$ cat src/rtl/capture_trigger.sv
// Bus-cycle qualifier and trigger sequencer feeding the bus-capture buffer.
// Define CAPTURE_TRIG_DATA_MATCH_EN to add the data compare (sel 4/5) to the trigger.
module capture_trigger (
  input  logic        clk25,
  input  logic        res,
  input  logic        bus_strobe,
  input  logic [15:0] bus_addr,
  input  logic [15:0] bus_dat,
  input  logic        bus_we,
  input  logic        bus_byte,
  input  logic        cfg_wr,
  input  logic [2:0]  cfg_sel,
  input  logic [15:0] cfg_dat,
  output logic [15:0] cap_addr,
  output logic [15:0] cap_dat,
  output logic [3:0]  flags,
  output logic        cap_wr,
  output logic [1:0]  trig_state
);

  typedef enum logic [1:0] {
    ST_IDLE  = 2'd0,
    ST_ARMED = 2'd1,
    ST_POST  = 2'd2,
    ST_DONE  = 2'd3
  } state_t;

  localparam logic [2:0] SEL_MADDR = 3'd0;
  localparam logic [2:0] SEL_AMASK = 3'd1;
  localparam logic [2:0] SEL_POST  = 3'd2;
  localparam logic [2:0] SEL_CTRL  = 3'd3;
`ifdef CAPTURE_TRIG_DATA_MATCH_EN
  localparam logic [2:0] SEL_MDAT  = 3'd4;
  localparam logic [2:0] SEL_DMASK = 3'd5;
`endif

  state_t      state, state_nxt;
  logic [15:0] match_addr;
  logic [15:0] addr_mask;
  logic [8:0]  post_cnt;
  logic        wr_only;
  logic        free_run;
  logic [8:0]  remaining, remaining_nxt;

  logic        skid_vld_p0;
  logic [15:0] skid_addr_p0;
  logic [15:0] skid_dat_p0;
  logic        skid_we_p0;
  logic        skid_byte_p0;
  logic        skid_trig_p0;
  logic        ovf;

  logic ctrl_wr;
  logic capturing;
  logic stb_live;
  logic addr_hit;
  logic dat_hit;
  logic match;
  logic skid_emit;
  logic direct;
  logic to_skid;
  logic drop;
  logic accept;
  logic trig_hit;

`ifdef CAPTURE_TRIG_DATA_MATCH_EN
  logic [15:0] match_dat;
  logic [15:0] dat_mask;
  assign dat_hit = ((bus_dat ^ match_dat) & dat_mask) == 16'h0000;
`else
  assign dat_hit = 1'b1;
`endif

  assign ctrl_wr   = cfg_wr && (cfg_sel == SEL_CTRL);
  assign capturing = (state == ST_ARMED) || (state == ST_POST);
  // A config write on the same clock swallows the strobe without flagging a drop.
  assign stb_live  = bus_strobe && !cfg_wr && capturing;
  assign addr_hit  = ((bus_addr ^ match_addr) & addr_mask) == 16'h0000;
  assign match     = addr_hit && dat_hit && (!wr_only || bus_we) && !free_run;

  // cap_wr high implies the skid is empty, so these four cases are exhaustive.
  assign skid_emit = skid_vld_p0 && !cap_wr;
  assign direct    = stb_live && !cap_wr && !skid_vld_p0;
  assign to_skid   = stb_live && cap_wr;
  assign drop      = stb_live && !cap_wr && skid_vld_p0;
  assign accept    = direct || to_skid;
  assign trig_hit  = accept && (state == ST_ARMED) && match;

  assign trig_state = state;

  always_ff @(posedge clk25) begin
    if (res) begin
      match_addr <= 16'h0000;
      addr_mask  <= 16'h0000;
      post_cnt   <= 9'd0;
      wr_only    <= 1'b0;
      free_run   <= 1'b0;
`ifdef CAPTURE_TRIG_DATA_MATCH_EN
      match_dat  <= 16'h0000;
      dat_mask   <= 16'h0000;
`endif
    end else if (cfg_wr) begin
      case (cfg_sel)
        SEL_MADDR: match_addr <= cfg_dat;
        SEL_AMASK: addr_mask  <= cfg_dat;
        SEL_POST:  post_cnt   <= cfg_dat[8:0];
        SEL_CTRL: begin
          wr_only  <= cfg_dat[1];
          free_run <= cfg_dat[2];
        end
`ifdef CAPTURE_TRIG_DATA_MATCH_EN
        SEL_MDAT:  match_dat  <= cfg_dat;
        SEL_DMASK: dat_mask   <= cfg_dat;
`endif
        default: ;
      endcase
    end
  end

  always_ff @(posedge clk25) begin
    if (res) begin
      state     <= ST_IDLE;
      remaining <= 9'd0;
    end else begin
      state     <= state_nxt;
      remaining <= remaining_nxt;
    end
  end

  // Trigger and post-trigger counting act on accepted strobes, not on emission.
  always_comb begin
    state_nxt     = state;
    remaining_nxt = remaining;
    if (ctrl_wr) begin
      state_nxt = cfg_dat[0] ? ST_ARMED : ST_IDLE;
    end else if (accept) begin
      case (state)
        ST_ARMED: begin
          if (match) begin
            remaining_nxt = post_cnt;
            state_nxt     = (post_cnt == 9'd0) ? ST_DONE : ST_POST;
          end
        end
        ST_POST: begin
          remaining_nxt = remaining - 9'd1;
          if (remaining == 9'd1) begin
            state_nxt = ST_DONE;
          end
        end
        default: ;
      endcase
    end
  end

  // Stage p0 -> output: direct emit or skid emit, one pulse with a gap after it.
  always_ff @(posedge clk25) begin
    if (res) begin
      cap_wr      <= 1'b0;
      cap_addr    <= 16'h0000;
      cap_dat     <= 16'h0000;
      flags       <= 4'h0;
      skid_vld_p0 <= 1'b0;
      ovf         <= 1'b0;
    end else begin
      cap_wr <= 1'b0;
      if (ctrl_wr) begin
        skid_vld_p0 <= 1'b0;
        if (cfg_dat[0]) begin
          ovf <= 1'b0;
        end
      end else begin
        if (skid_emit) begin
          cap_wr      <= 1'b1;
          cap_addr    <= skid_addr_p0;
          cap_dat     <= skid_dat_p0;
          flags       <= {skid_trig_p0, skid_byte_p0, skid_we_p0, ovf};
          // A strobe lost on this clock is reported by the word after this one.
          ovf         <= drop;
          skid_vld_p0 <= 1'b0;
        end else if (direct) begin
          cap_wr   <= 1'b1;
          cap_addr <= bus_addr;
          cap_dat  <= bus_dat;
          flags    <= {trig_hit, bus_byte, bus_we, ovf};
          ovf      <= 1'b0;
        end
        if (to_skid) begin
          skid_vld_p0 <= 1'b1;
        end
      end
    end
  end

  always_ff @(posedge clk25) begin
    if (to_skid) begin
      skid_addr_p0 <= bus_addr;
      skid_dat_p0  <= bus_dat;
      skid_we_p0   <= bus_we;
      skid_byte_p0 <= bus_byte;
      skid_trig_p0 <= trig_hit;
    end
  end

endmodule

$ cat config.mk
export PLATFORM = sky130hd
export DESIGN_NAME = capture_trigger
export DESIGN_NICKNAME = d
export VERILOG_FILES = /design/src/rtl/capture_trigger.sv
export SDC_FILE = /design/constraint.sdc
export NUM_CORES = 1
export LEC_CHECK = 0
export ABC_CLOCK_PERIOD_IN_PS = 3100
export CAP_MARGIN = 0
export CORE_MARGIN = 2
export CORE_UTILIZATION = 40
export DETAILED_ROUTE_END_ITERATION = 16
export GPL_TIMING_DRIVEN = 0
export HOLD_SLACK_MARGIN = 0.1
export PLACE_DENSITY_LB_ADDON = 0.3
export SKIP_CTS_REPAIR_TIMING = 1
export SYNTH_ARGS = -nofsm -noshare
export SYNTH_HDL_FRONTEND = slang
export SYNTH_SLANG_ARGS = --single-unit
$ cat constraint.sdc
create_clock -name clk25 -period 3.1 [get_ports clk25]
set_input_delay 0.62 -clock clk25 [delete_from_list [all_inputs] [get_ports clk25]]
set_output_delay 0.62 -clock clk25 [all_outputs]
set_load 0.01 [all_outputs]
# After elaboration in Yosys (flattened, before gate mapping)
# Cells that the tools add are included.
# classes
add_sub_neg	1
n_eq_ne	10
n_mux	23
bitwise_logic	3
reduce_logical	38
# op_table
operator	count
$mux 16	4
$pmux 9 s2	1
$and 16x16->16	1
$logic_not 16->1	1
$xor 16x16->16	1
$logic_and 1x1->1	12
$reduce_and 2->1	6
$mux 1	10
$eq 9x1->1 const B	1
$logic_not 9->1	1
$mux 9	1
$sub 9x1->9 const B	1
$mux 2	4
$mux 4	2
$reduce_and 4->1	2
$reduce_bool 2->1	4
$eq 3x2->1 const B	2
$reduce_bool 3->1	2
$logic_not 1->1	5
$ne 2x2->1 const B	2
$pmux 2 s2	1
$eq 3x1->1 const B	1
$logic_not 3->1	1
$logic_or 1x1->1	3
other kinds (6)	6
# totals
regBits	128
in_bits	57
output_inout_bits	39

# Logic depth before layout (Yosys ltp)
# depth
depth_word	10
ltp_mapped	8
ltp_nobuf	8

# Worst setup path before layout
# OpenSTA, ideal clock, no wires.
# synth_path
path_type	register -> register
from	register state[0], in the netlist trig_state[0]
to	register skid_addr_p0[0], enable pin
setup_time_ps	395
arrival_time_ps	1895
setup_slack_ps	810
stages_incl_launch_ff	5
path_cell_list	dfxtp_1 > inv_1 > ha_1 > nor3b_2 > and2_1
# synth_between
elab_chain_len	4
# synth_rtl
element	line_no	rtl
start, declared	37	state_t state, state_nxt;
start signal, assigned	125	state <= state_nxt;
$eq 2x1->1 or $eq 2x2->1 (tied branches)	75	assign capturing = (state == ST_ARMED) || (state == ST_POST);
$logic_or 1x1->1 *	75	
$logic_and 1x1->1 *	77	assign stb_live = bus_strobe && !cfg_wr && capturing;
$logic_and 1x1->1 *	84	assign to_skid = stb_live && cap_wr;
named net to_skid	61	logic to_skid;
end signal, assigned	196	skid_addr_p0 <= bus_addr;
end, declared	46	logic [15:0] skid_addr_p0;
# The timed path passes the listed nets; every way through them passes the cells marked *.
# A chain may end at the register's enable or synchronous reset.

# Final worst setup path
# layout_path
from	input cfg_wr
to	register match_addr[7]
# layout_between
elab_chain_len	1
# layout_rtl
element	line_no	rtl
start, declared	11	input logic cfg_wr,
$reduce_and 2->1 (no source line)	--	
end signal, assigned	104	SEL_MADDR: match_addr <= cfg_dat;
end, declared	38	logic [15:0] match_addr;
# Every way passes these cells.

==> metrics.cfg <==
[route]
wirelength_um=14100
viasPerCell=5.27
first_pass_iters=5
via_count=4613
first_iter_violations=445
drc=0
antenna_left=0
post_drt_wl_per_cell_um=16.1

[setup_path]
cp_max_fo=10
end_kind=flip-flop
critPathLaunchType=input port
reg2reg_from=trig_state[0]$_SDFFE_PP0P_
worstRegToRegCells=8
required_ns=3.43
crit_type=in -> reg
reg2reg_to=cap_addr[7]$_SDFFE_PP0P_
crit_arrival_ns=2.80
ff2ff_setup_slack_ns=0.85

[cells_and_area]
synthToLayoutAreaGrowth_pct=33.4
final_cells=875
layout_common_cells=nand2_1, clkdlybuf4s50_1, dfxtp_1
multi_input_area_um2=2140
final_common_cell=nand2_1
fill_cells=1171
drive_above_1_share_pct=6.12
num_antenna_cells=0
regArea_um2=2910
fin_nets=751

[clock_network]
htreeDepth=4
cts_buffers=17
cts_root_buffer=clkbuf_16
cts_buffer_depth=2
clkLatencyLatePin_ns=0.41
clock_sinks=128
path_clk_slew_ns=0.06
cts_tree=built

[timing]
setup_violations=0
fin_worst_skew_ns=0.00579
finalCriticalPeriod_ns=2.47
maxSlewViolCount=0
max_freq_ghz=0.404
relSlewSlack_pct=36.2
rsz0062_at_grt=false
hold_viol=0
min_period_over_period_pct=79.8
tightest_slew_ns=0.950

[power_and_ir_drop]
ir_worst_vdd_mv=0.341
p_leak_nw=2.40
power.density_nw_per_um2=567
p_total_mw=3.97

[synth]
synth_cells=577
synthDistinctLibCells=44
yosys.area.top_type=dfxtp_1
synth_area_per_cell_um2=9.10
ys_ff_latch=128
yosysSeqAreaShare_pct=55.5
ys_async_sr_fraction_pct=0
ys_top_cells_by_area=dfxtp_1, edfxtp_1, nand2_1, a311oi_1, a21oi_1
syn_area_um2=5250
synth_fp_nets=638
yosysTopAreaCellShare_pct=35.4
synth_edf_count=35
yosys_warnings=0
ys.flop_type=dfxtp_1

[status]
status=finished, final reports clean

[global_routing]
grt_pass1_vias=4452
gr-total-overflow=0
grt_max_degree=36
antenna_found_initial=0
track_usage_pct=20.3
grt_pass1_wl_um=22600

[job]
max-cap-violations=0

[placement]
dpl.hpwl_um=10200
dp.cells=843
finalWeightedCongestion=0.820
place.port_buffers=94

[floorplanning]
dieArea_um2=14100
num_rows=41
coreArea_um2=12700
start_util_pct=41.3
io_pins=96
die_x_um=119
die_y_um=119

[hold_path]
min_to=addr_mask[4]$_SDFFE_PP0P_
hold_path_class=reg -> reg
worstHoldStart=addr_mask[4]$_SDFFE_PP0P_
min_path_cells=2

==> sequential cells by signal, indices dropped and copies added, names as in the netlist, 4 cells and up <==
signal and count:
addr_mask 16, cap_addr 16, cap_dat 16, match_addr 16
skid_addr_p0 16, skid_dat_p0 16, post_cnt 9, remaining 9
flags 4
==> Yosys cell counts, types with 3 or more instances <==
| cell | number |
|---|---|
| inv_1 | 8 |
| ha_1 | 4 |
| mux2i_1 | 3 |
| o31ai_1 | 9 |
| nor2b_1 | 3 |
| and3_1 | 3 |
| buf_2 | 4 |
| edfxtp_1 | 35 |
| nor3_1 | 7 |
| nor2_1 | 50 |
| nand3_1 | 5 |
| a311oi_1 | 34 |
| and2_1 | 3 |
| nor4_1 | 9 |
| o21ai_0 | 6 |
| a22oi_1 | 7 |
| a21oi_1 | 50 |
| clkbuf_1 | 32 |
| dfxtp_1 | 93 |
| o211ai_1 | 5 |
| xor2_1 | 16 |
| nand2_1 | 166 |
==> metal layers <==
layer | vias up | track usage, % | routed length, um
met4 | 0 | 7.22 | 178
li1 | 2246 | - | -
met1 | 2171 | 26.0 | 6190
met3 | 20 | 4.87 | 896
met2 | 176 | 33.2 | 6820
met5 | - | 0 | 0
==> where the power goes <==
part | switching (mW) | total (mW) | internal [mW]
logic | 0.122 | 0.234 | 0.112
registers | 0.0121 | 1.75 | 1.74
clock network | 0.728 | 1.99 | 1.26
==> how the worst max path moves through the flow <==
stage	cells past startpoint	slack, ns	start	end
5_1_grt	6	0.51	cfg_wr	match_addr[7]$_SDFFE_PP0P_
6_report	6	0.63	cfg_wr	match_addr[7]$_SDFFE_PP0P_
3_5_place_dp	8	0.26	bus_addr[3]	remaining[0]$_SDFFE_PP0P_
4_1_cts	8	0.67	bus_addr[3]	remaining[0]$_SDFFE_PP0P_
2_1_floorplan	4	0.81	trig_state[0]$_SDFFE_PP0P_	skid_addr_p0[0]$_DFFE_PP_
3_3_place_gp	3	-0.07	cfg_wr	skid_dat_p0[15]$_DFFE_PP_
==> area by class of cell <==
class,count,area share [%]
Sequential cell,128,41.6
Inverter,8,0.429
Timing Repair Buffer,94,13.4
Clock inverter,14,2.39
Multi-Input combinational cell,401,30.6
Tap cell,172,3.07
Clock buffer,18,6.13
Buffer,40,2.43
==> logic make-up (layout without fill, tap and decap cells) <==
family | Yosys count | in the layout | synth area share, %
flops | 128 | 128 | 55.5
xor+xnor | 16 | 16 | 2.67
buf+inv | 48 | 174 | 3.81
mux | 4 | 4 | 0.786
fa+ha+maj | 4 | 4 | 0.953
simple gates | 256 | 256 | 20.4
compound gates | 121 | 121 | 15.9
==> worst max-delay path, stage by stage <==
cell             delay, ns
clkdlybuf4s50_1       0.57
nand2b_1              0.12
nor3_1                0.74
clkbuf_1              0.44
nand2_1               0.15
a21oi_1               0.17
==> per-stage QoR <==
| step | hold slack, ns | area, um2 | setup slack [ns] | util [%] | setup TNS, ns |
|---|---|---|---|---|---|
| floorplan | 0.436 | 5250 | 0.810 | - | 0 |
| global placement | 0.443 | 6410 | -0.0717 | 50.4 | -2.44 |
| detailed placement | 0.451 | 6410 | 0.256 | 50.4 | 0 |
| CTS | 0.462 | 7010 | 0.668 | 55.1 | 0 |
| global route | 0.485 | 7010 | 0.510 | 55.1 | 0 |
| finish | 0.460 | 7010 | 0.626 | 55.1 | 0 |
(Power assumes the default switching activity.)
